==> src/rtl/vga_timing_gen_pkg.sv <==
// Shared types and the default 640x480@60 Hz timing set for the VGA raster generator.
package vga_pkg;

  typedef logic [9:0] coord_t;

  localparam int DEF_CW       = 10;
  localparam int DEF_H_ACTIVE = 640;
  localparam int DEF_H_FP     = 16;
  localparam int DEF_H_SYNC   = 96;
  localparam int DEF_H_BP     = 48;
  localparam int DEF_V_ACTIVE = 480;
  localparam int DEF_V_FP     = 10;
  localparam int DEF_V_SYNC   = 2;
  localparam int DEF_V_BP     = 33;

  function automatic int axis_total(input int active, input int fp, input int sync, input int bp);
    return active + fp + sync + bp;
  endfunction

  localparam int DEF_H_TOTAL = axis_total(DEF_H_ACTIVE, DEF_H_FP, DEF_H_SYNC, DEF_H_BP);
  localparam int DEF_V_TOTAL = axis_total(DEF_V_ACTIVE, DEF_V_FP, DEF_V_SYNC, DEF_V_BP);

endpackage

==> src/rtl/vga_timing_gen_if.sv <==
// Raster timing bundle from the generator (master) to pixel/fetch consumers (slave).
interface vga_timing_gen_if #(
  parameter int CW = 10
);
  logic          hsync;
  logic          vsync;
  logic          active;
  logic [CW-1:0] x;
  logic [CW-1:0] y;
  logic          line_start;
  logic          frame_start;
  logic [CW-1:0] fetch_x;
  logic [CW-1:0] fetch_y;
  logic          fetch_active;

  modport master (
    output hsync, vsync, active, x, y, line_start, frame_start,
    output fetch_x, fetch_y, fetch_active
  );

  modport slave (
    input hsync, vsync, active, x, y, line_start, frame_start,
    input fetch_x, fetch_y, fetch_active
  );
endinterface

==> src/rtl/vga_sync_axis.sv <==
// One raster axis: wrapping counter with carry-out plus active and sync window decodes.
module vga_sync_axis #(
  parameter int CW       = 10,
  parameter int ACTIVE   = 640,
  parameter int FP       = 16,
  parameter int SYNC     = 96,
  parameter int BP       = 48
) (
  input  logic          clk,
  input  logic          rst_n,
  input  logic          adv_i,
  output logic [CW-1:0] cnt_o,
  output logic          carry_o,
  output logic          act_o,
  output logic          sync_o
);

  localparam int            TOTAL   = ACTIVE + FP + SYNC + BP;
  localparam logic [CW-1:0] LAST    = CW'(TOTAL - 1);
  localparam logic [CW-1:0] ACT_LIM = CW'(ACTIVE);
  localparam logic [CW-1:0] SYNC_LO = CW'(ACTIVE + FP);
  localparam logic [CW-1:0] SYNC_HI = CW'(ACTIVE + FP + SYNC - 1);
  localparam logic [CW-1:0] ONE     = CW'(1);

  logic [CW-1:0] cnt_q;
  logic [CW-1:0] cnt_d;
  logic          last_s;

  // Next count: advance on enable, wrap after the last position of the axis.
  always_comb begin
    last_s = (cnt_q == LAST);
    cnt_d  = cnt_q;
    if (adv_i) begin
      if (last_s) begin
        cnt_d = {CW{1'b0}};
      end else begin
        cnt_d = cnt_q + ONE;
      end
    end else begin
      cnt_d = cnt_q;
    end
  end

  // Counter state.
  always_ff @(posedge clk or negedge rst_n) begin
    if (!rst_n) begin
      cnt_q <= {CW{1'b0}};
    end else begin
      cnt_q <= cnt_d;
    end
  end

  assign cnt_o   = cnt_q;
  assign carry_o = adv_i & last_s;
  assign act_o   = (cnt_q < ACT_LIM);
  assign sync_o  = (cnt_q >= SYNC_LO) && (cnt_q <= SYNC_HI);

endmodule

==> src/rtl/vga_timing_gen.sv <==
// VGA raster timing: free-running h/v counters, one-pixel registered outputs, line/frame strobes
// and an early fetch coordinate for 1-cycle-latency memory reads.
module vga_timing_gen
  import vga_pkg::*;
#(
  parameter int H_ACTIVE = DEF_H_ACTIVE,
  parameter int H_FP     = DEF_H_FP,
  parameter int H_SYNC   = DEF_H_SYNC,
  parameter int H_BP     = DEF_H_BP,
  parameter int V_ACTIVE = DEF_V_ACTIVE,
  parameter int V_FP     = DEF_V_FP,
  parameter int V_SYNC   = DEF_V_SYNC,
  parameter int V_BP     = DEF_V_BP,
  parameter bit SYNC_POL = 1'b0,
  parameter int CW       = DEF_CW
) (
  input  logic clk,
  input  logic rst_n,
  input  logic pix_en,
  vga_timing_gen_if.master vga
);

  localparam int   H_TOTAL   = axis_total(H_ACTIVE, H_FP, H_SYNC, H_BP);
  localparam int   V_TOTAL   = axis_total(V_ACTIVE, V_FP, V_SYNC, V_BP);
  localparam logic SYNC_ON   = SYNC_POL;
  localparam logic SYNC_IDLE = ~SYNC_POL;

  if (H_TOTAL > (2 ** CW)) begin : g_h_range_err
    $error("vga_timing_gen: H_TOTAL does not fit in CW bits");
  end
  if (V_TOTAL > (2 ** CW)) begin : g_v_range_err
    $error("vga_timing_gen: V_TOTAL does not fit in CW bits");
  end

  logic [CW-1:0] hcnt_s;
  logic [CW-1:0] vcnt_s;
  logic          h_carry_s;
  logic          v_carry_unused_s;
  logic          h_act_s;
  logic          v_act_s;
  logic          hs0_s;
  logic          vs0_s;
  logic          act0_s;

  vga_sync_axis #(
    .CW(CW), .ACTIVE(H_ACTIVE), .FP(H_FP), .SYNC(H_SYNC), .BP(H_BP)
  ) u_h_axis (
    .clk(clk), .rst_n(rst_n), .adv_i(pix_en),
    .cnt_o(hcnt_s), .carry_o(h_carry_s), .act_o(h_act_s), .sync_o(hs0_s)
  );

  // The vertical axis only moves when the horizontal axis wraps.
  vga_sync_axis #(
    .CW(CW), .ACTIVE(V_ACTIVE), .FP(V_FP), .SYNC(V_SYNC), .BP(V_BP)
  ) u_v_axis (
    .clk(clk), .rst_n(rst_n), .adv_i(h_carry_s),
    .cnt_o(vcnt_s), .carry_o(v_carry_unused_s), .act_o(v_act_s), .sync_o(vs0_s)
  );

  assign act0_s = h_act_s & v_act_s;

  logic [CW-1:0] x_q, x_d;
  logic [CW-1:0] y_q, y_d;
  logic          active_q, active_d;
  logic          hsync_q, hsync_d;
  logic          vsync_q, vsync_d;
  logic          line_start_q, line_start_d;
  logic          frame_start_q, frame_start_d;

  // Stage-1 next values; strobes are recomputed every clk so they last one cycle at any pix_en rate.
  always_comb begin
    x_d           = x_q;
    y_d           = y_q;
    active_d      = active_q;
    hsync_d       = hsync_q;
    vsync_d       = vsync_q;
    line_start_d  = 1'b0;
    frame_start_d = 1'b0;
    if (pix_en) begin
      x_d           = hcnt_s;
      y_d           = vcnt_s;
      active_d      = act0_s;
      hsync_d       = hs0_s ? SYNC_ON : SYNC_IDLE;
      vsync_d       = vs0_s ? SYNC_ON : SYNC_IDLE;
      line_start_d  = (hcnt_s == {CW{1'b0}});
      frame_start_d = (hcnt_s == {CW{1'b0}}) && (vcnt_s == {CW{1'b0}});
    end else begin
      line_start_d  = 1'b0;
      frame_start_d = 1'b0;
    end
  end

  // Stage-1 output registers.
  always_ff @(posedge clk or negedge rst_n) begin
    if (!rst_n) begin
      x_q           <= {CW{1'b0}};
      y_q           <= {CW{1'b0}};
      active_q      <= 1'b0;
      hsync_q       <= SYNC_IDLE;
      vsync_q       <= SYNC_IDLE;
      line_start_q  <= 1'b0;
      frame_start_q <= 1'b0;
    end else begin
      x_q           <= x_d;
      y_q           <= y_d;
      active_q      <= active_d;
      hsync_q       <= hsync_d;
      vsync_q       <= vsync_d;
      line_start_q  <= line_start_d;
      frame_start_q <= frame_start_d;
    end
  end

  assign vga.x            = x_q;
  assign vga.y            = y_q;
  assign vga.active       = active_q;
  assign vga.hsync        = hsync_q;
  assign vga.vsync        = vsync_q;
  assign vga.line_start   = line_start_q;
  assign vga.frame_start  = frame_start_q;
  assign vga.fetch_x      = hcnt_s;
  assign vga.fetch_y      = vcnt_s;
  assign vga.fetch_active = act0_s;

endmodule

==> src/flat_wrapper.sv <==
// flat-port wrapper written by rule: the top's interface ports become plain ports
module vga_timing_gen_flat import vga_pkg::*;
#(
  parameter int H_ACTIVE = DEF_H_ACTIVE,
  parameter int H_FP     = DEF_H_FP,
  parameter int H_SYNC   = DEF_H_SYNC,
  parameter int H_BP     = DEF_H_BP,
  parameter int V_ACTIVE = DEF_V_ACTIVE,
  parameter int V_FP     = DEF_V_FP,
  parameter int V_SYNC   = DEF_V_SYNC,
  parameter int V_BP     = DEF_V_BP,
  parameter bit SYNC_POL = 1'b0,
  parameter int CW       = DEF_CW
)
  (clk, rst_n, pix_en, vga_hsync, vga_vsync, vga_active, vga_x, vga_y, vga_line_start, vga_frame_start, vga_fetch_x, vga_fetch_y, vga_fetch_active);
  vga_timing_gen_if #(.CW(CW)) vga_i ();
  input  logic clk;
  input  logic rst_n;
  input  logic pix_en;
  output wire logic [$bits(vga_i.hsync)-1:0] vga_hsync;
  output wire logic [$bits(vga_i.vsync)-1:0] vga_vsync;
  output wire logic [$bits(vga_i.active)-1:0] vga_active;
  output wire logic [$bits(vga_i.x)-1:0] vga_x;
  output wire logic [$bits(vga_i.y)-1:0] vga_y;
  output wire logic [$bits(vga_i.line_start)-1:0] vga_line_start;
  output wire logic [$bits(vga_i.frame_start)-1:0] vga_frame_start;
  output wire logic [$bits(vga_i.fetch_x)-1:0] vga_fetch_x;
  output wire logic [$bits(vga_i.fetch_y)-1:0] vga_fetch_y;
  output wire logic [$bits(vga_i.fetch_active)-1:0] vga_fetch_active;
  assign vga_hsync = vga_i.hsync;
  assign vga_vsync = vga_i.vsync;
  assign vga_active = vga_i.active;
  assign vga_x = vga_i.x;
  assign vga_y = vga_i.y;
  assign vga_line_start = vga_i.line_start;
  assign vga_frame_start = vga_i.frame_start;
  assign vga_fetch_x = vga_i.fetch_x;
  assign vga_fetch_y = vga_i.fetch_y;
  assign vga_fetch_active = vga_i.fetch_active;
  vga_timing_gen #(.H_ACTIVE(H_ACTIVE), .H_FP(H_FP), .H_SYNC(H_SYNC), .H_BP(H_BP), .V_ACTIVE(V_ACTIVE), .V_FP(V_FP), .V_SYNC(V_SYNC), .V_BP(V_BP), .SYNC_POL(SYNC_POL), .CW(CW)) u_core (.clk(clk), .rst_n(rst_n), .pix_en(pix_en), .vga(vga_i));
endmodule
==> config.mk <==
export PLATFORM = sky130hd
export DESIGN_NAME = vga_timing_gen_flat
export DESIGN_NICKNAME = d
export VERILOG_FILES = /design/src/rtl/vga_timing_gen_pkg.sv /design/src/rtl/vga_timing_gen_if.sv /design/src/rtl/vga_sync_axis.sv /design/src/rtl/vga_timing_gen.sv /design/src/flat_wrapper.sv
export SDC_FILE = /design/constraint.sdc
export NUM_CORES = 1
export LEC_CHECK = 0
export BUFFER_PORTS_ARGS = -buffer_cell sky130_fd_sc_hd__buf_2
export CORE_ASPECT_RATIO = 1.4
export CORE_MARGIN = 10
export CORE_UTILIZATION = 53
export CTS_BUF_LIST = sky130_fd_sc_hd__clkbuf_16
export CTS_CLUSTER_SIZE = 10
export DETAILED_ROUTE_END_ITERATION = 16
export HOLD_SLACK_MARGIN = 0.12
export PLACE_DENSITY_LB_ADDON = 0.3
export SYNTH_ARGS = -nofsm -noshare
export SYNTH_HDL_FRONTEND = slang
export SYNTH_HIERARCHICAL = 1
export SYNTH_SLANG_ARGS = --single-unit
==> constraint.sdc <==
create_clock -name clk -period 3.12 [get_ports clk]
set_clock_uncertainty 0.2 [all_clocks]
set_input_delay 0.312 -clock clk [delete_from_list [all_inputs] [get_ports clk]]
set_output_delay 0.312 -clock clk [all_outputs]
set_load 0.05 [all_outputs]
* Word level (Yosys, flattened, before mapping)
Cells that the tools add are included.
** Word-level totals
- Flip-flop bits (word level) :: 45
- Input bits :: 3
** Operators by class
- Add/subtract/negate cells :: 2
- Order comparisons :: 6
- Eq/ne operators :: 2
- Mux-type cells :: 6
- Bitwise operators :: 2
- Reduce and logical (&&, ||, !) cells :: 5
** Operator list (count)
- $add A10 B1 Y10 const B :: 2
- $eq A10 B10 Y1 const B :: 2
- $logic_not A10 Y1 :: 2
- $mux W10 :: 2
- $ge A10 B10 Y1 const B :: 1
- $ge A10 B9 Y1 const B :: 1
- $le A10 B10 Y1 const B :: 1
- $le A10 B9 Y1 const B :: 1
- $lt A10 B10 Y1 const B :: 1
- $lt A10 B9 Y1 const B :: 1
- $mux W1 :: 4
- $logic_and A1 B1 Y1 :: 3
- $and A1 B1 Y1 :: 2

* Longest topological paths before layout
- Depth in word-level cells :: 3
- Depth in mapped cells :: 8

* Modules after synthesis
The synthesis kept the hierarchy.
** Modules (own cells, without submodules)
- vga_timing_gen :: instances 1, cells an instance 62, area an instance 968.4 sq um, sequential area each 628.1 sq um
- vga_sync_axis at u_core.u_h_axis :: instances 1, cells an instance 57, area an instance 574.3 sq um, sequential area each 250.2 sq um
- vga_sync_axis at u_core.u_v_axis :: instances 1, cells an instance 58, area an instance 571.8 sq um, sequential area each 250.2 sq um

* Worst setup path before layout
Ideal clock, no wire load.
- Path kind :: register to register
- Start point :: register u_core.u_h_axis.cnt_q[4] (netlist: u_core/u_h_axis/cnt_o[4])
- End point :: register u_core.u_v_axis.cnt_q[3] (netlist: u_core/u_v_axis/cnt_o[3])
- Arrival time :: 2362 ps
- Data required time :: 2787 ps
- Path slack :: 425 ps
- Cell stages (with the launch flop) :: 9
- Clock period less this slack :: 2695 ps
- Path through :: dfrtp_1 -> buf_6 -> nand4b_1 -> or3_4 -> nor2b_4 -> buf_4 -> or4b_1 -> nor4_4 -> o21ai_0
** Between the ends
- Cells in the longest elaborated chain, start to end :: 2
** Ends and longest elaborated chain
- start: declaration :: RTL line vga_sync_axis.sv:25 : logic [CW-1:0] cnt_q;
- start signal: assignment :: RTL line vga_sync_axis.sv:47 : cnt_q <= {CW{1'b0}};
- start signal: assignment :: RTL line vga_sync_axis.sv:49 : cnt_q <= cnt_d;
- $eq A10 B10 Y1 :: RTL line vga_sync_axis.sv:31 : last_s = (cnt_q == LAST);
- $and A1 B1 Y1 :: RTL line vga_sync_axis.sv:54 : assign carry_o = adv_i & last_s;
- via u_core.h_carry_s :: RTL line vga_timing_gen.sv:37 : logic h_carry_s;
- end signal: assignment :: RTL line vga_sync_axis.sv:47
- end signal: assignment :: RTL line vga_sync_axis.sv:49
- end: declaration :: RTL line vga_sync_axis.sv:25
The timed path passes the listed nets, and every way through them passes these cells.
A chain may end at the register's enable or synchronous reset.

* Final worst setup path
Ends and elaborated chain as after synthesis.

==> impl_metrics.csv <==
group,metric,value,unit
finish,register_area,1130,sq um
synth,synth_top_area_cell,"dfrtp_1",
grt,antenna_found_initial,0,
timing,grt_setup_unrepaired,"no",
timing,fmax,398,MHz
timing,fin_crit,2510,ps
timing,final-setup-viol-count,0,
drt,dr_wl_met3,326,microns
setup_path,endpoint_kind,"flip-flop",
finish,multi_input_area,921,sq um
grt,grt_overflow,0,
synth,yosys_register_bits,45,
drt,maxUsedRoutingLayer,"met4",
synth,yosysSeqAreaShare,53.4,%
drt,dr_wl_met2,2350,microns
finish,fin_nets,235,
floorplanning,dieArea,6950,sq um
synth,synth.avg_cell_area,11.9,sq um
setup_path,critPathRequiredTime,3070,ps
grt,grt_pass1_vias,1551,
clocking,cts_root_buf,"clkbuf_16",
setup_path,r2r_slack,610,ps
power,ir_drop,0.632,mV
place,dp_cells,263,
synth,synthesis.area,2110,sq um
synth,syn_inst,177,
synth,synth_top_flop_cell,"dfrtp_1",
drt,drt_wl_total,4520,microns
job,maxCapViolCount,0,
finish,insertedDiodeCount,0,
drt,vias,1518,
timing,maxSlewHeadroom,34.6,%
timing,finalMaxSlewViolations,0,
floorplanning,fp.dieW,73.4,microns
clocking,clock_sinks,45,
clocking,h-tree-depth,2,
place,gp_congestion,0.850,
grt,grt_pass1_wl,7540,microns
synth,synthTopCellsByCount,"43 x dfrtp_1, 21 x mux2_2, 15 x nand2_1",
setup_path,path_class,"reg -> reg",
synth,synth_area_leaders,"dfrtp_1 51%, mux2_2 11%, xor2_1 2.9%",
timing,tns,0,ps
grt,grt_start_max_net_pins,46,
place,detailed_place_hpwl,3180,microns
floorplanning,initial_core_util,54.4,%
clocking,clock_latency,280,ps
drt,viasPerCell,5.58,
run_status,outcome,"finished, final reports clean",
power,power_density,745,nW/um^2
synth,yosysMostFrequentCell,"dfrtp_1",
timing,tightest_slew,981,ps
power,power.leakage,1.26,nW
clocking,ctsResizeCount,0,
setup_path,cp_max_fo,13,
synth,yosysWarnings,6,
synth,synth.distinct_cells,47,
synth,async_reset_ff_share,100,%
floorplanning,rows,27,
floorplanning,ioPinCount,49,
finish,drive_above_1_share,41.5,%
timing,post-route-period-util,80.5,%
hold_path,hold_path.class,"reg -> reg",
drt,drc_errors,0,
setup_path,critPathArrivalTime,2460,ps
synth,netlist.area_leader.share,50.9,%
clocking,cts_made_buffers,5,
drt,antenna_left,0,
drt,drt_pass1_iterations,4,
clocking,cts.path.max_buffers,2,
clocking,cts_tree,"yes",
synth,synth_edf_count,0,
drt,drtIter0Drc,122,
place,io_buffer_count,48,
floorplanning,design.core.area,3880,sq um
floorplanning,die_y,94.7,microns
finish,finalNonFillerCells,272,
drt,drt-wirelength-per-cell,16.6,microns
hold_path,whs_path_depth,2,
grt,grt_use_total,13.4,%
clocking,clkTransAtPathRegs,60,ps
setup_path,cp-start-kind,"flip-flop",
finish,syn2layout_area_growth,20.6,%
synth,synth_fp_nets,184,
setup_path,reg2reg_depth,6,
timing,final_hold_viol_count,0,
finish,fillers,322,
drt,m1WireLength,1810,microns
==> routing by layer <==
layer,vias up,global-route usage (%)
met1,744,15.6
li1,726,-
met3,2,3.88
met5,-,0
met4,0,5.61
met2,46,22.3
==> where the power goes <==
group,internal (mW),switching [mW],total (mW)
clock network,0.372,0.196,0.568
registers,0.663,0.113,0.776
logic,0.150,0.407,0.556
total,1.18,0.716,1.90
==> logic make-up after synthesis <==
group / after synthesis / share of synthesized area (%)
buf+inv: 13 / 3.08
mux: 24 / 12.6
xor+xnor: 10 / 4.14
flops: 45 / 53.4
compound gates: 17 / 5.03
fa+ha+maj: 4 / 2.37
simple gates: 64 / 19.4
==> state kept, by name (all words and copies together) (netlist names) <==
register and count:
u_core/u_h_axis/cnt_o 10, u_core/u_v_axis/cnt_o 10, u_core/vga.active 1, u_core/vga.frame_start 1
u_core/vga.hsync 1, u_core/vga.line_start 1, u_core/vga.vsync 1, u_core/vga.x 10
u_core/vga.y 10
==> worst paths after layout <==
| path | startpoint | end |
|---|---|---|
| worst max-delay path | u_core/u_h_axis/cnt_o[4]$_DFFE_PN0P_ | u_core/u_v_axis/cnt_o[3]$_DFFE_PN0P_ |
| worst min register to register | u_core/vga.vsync$_DFFE_PN1P_ | u_core/vga.vsync$_DFFE_PN1P_ |
| worst min-delay path | u_core/vga.vsync$_DFFE_PN1P_ | u_core/vga.vsync$_DFFE_PN1P_ |
| worst max register to register | u_core/u_h_axis/cnt_o[4]$_DFFE_PN0P_ | u_core/u_v_axis/cnt_o[3]$_DFFE_PN0P_ |
| min in group asynchronous | rst_n | u_core/vga.x[2]$_DFFE_PN0P_ |
| max in group asynchronous | rst_n | u_core/u_v_axis/cnt_o[8]$_DFFE_PN0P_ |
==> cell usage in the layout (no fill, tap or decap), drive strengths merged <==
cell type | netlist | routed
buf | 6 | 49
dfrtp | 43 | 43
mux2 | 21 | 21
nand2 | 15 | 15
inv | 7 | 8
xor2 | 7 | 7
nor3 | 7 | 7
nor2 | 6 | 6
o21ai | 6 | 6
nand4 | 6 | 6
clkbuf | 0 | 5
nor4 | 5 | 5
a21oi | 5 | 5
ha | 4 | 4
and3 | 4 | 4
mux2i | 3 | 3
xnor2 | 3 | 3
and2 | 3 | 3
nand3 | 3 | 3
or2 | 3 | 3
or4 | 2 | 2
a31oi | 2 | 2
dfstp | 2 | 2
or3 | 2 | 2
nor2b | 2 | 2
or4b | 2 | 2
bufinv | 0 | 1
clkinv | 0 | 1
dlygate4sd3 | 0 | 1
nor4b | 1 | 1
nand4b | 1 | 1
and4 | 1 | 1
o211ai | 1 | 1
o41ai | 1 | 1
o22ai | 1 | 1
nand2b | 1 | 1
o31ai | 1 | 1
==> stage by stage <==
step	utilization [%]	setup WS (ps)	total power [mW]	instance area, sq um	hold WS, ps
final	65.6	607	1.90	2550	269
after global routing	65.6	512	1.99	2550	304
after CTS	65.6	616	1.92	2550	271
after detailed placement	61.2	626	1.34	2380	260
after global placement	61.2	701	1.33	2380	250
after floorplan	-	425	1.20	2110	-184
==> layout make-up <==
type,count,share of cell area (%)
Clock inverter,3,1.47
Sequential cell,45,44.3
Tap cell,43,2.11
Multi-Input combinational cell,119,36.1
Inverter,7,1.03
Clock buffer,5,4.91
Timing Repair Buffer,50,10.1
==> worst max-delay path: stages, from the launching register on <==
cell	delay (ps)
dfrtp_1	540
nand4b_1	150
or3_4	390
nor2b_4	280
or4b_1	520
nor4_4	190
o21ai_0	120
==> what timing repair did <==
action                                 CTS  global route
hold buffers                             1             0
buffers inserted                         0             0
endpoints found under the hold margin   43             0
No activity file was read; power rests on OpenSTA's default activity.
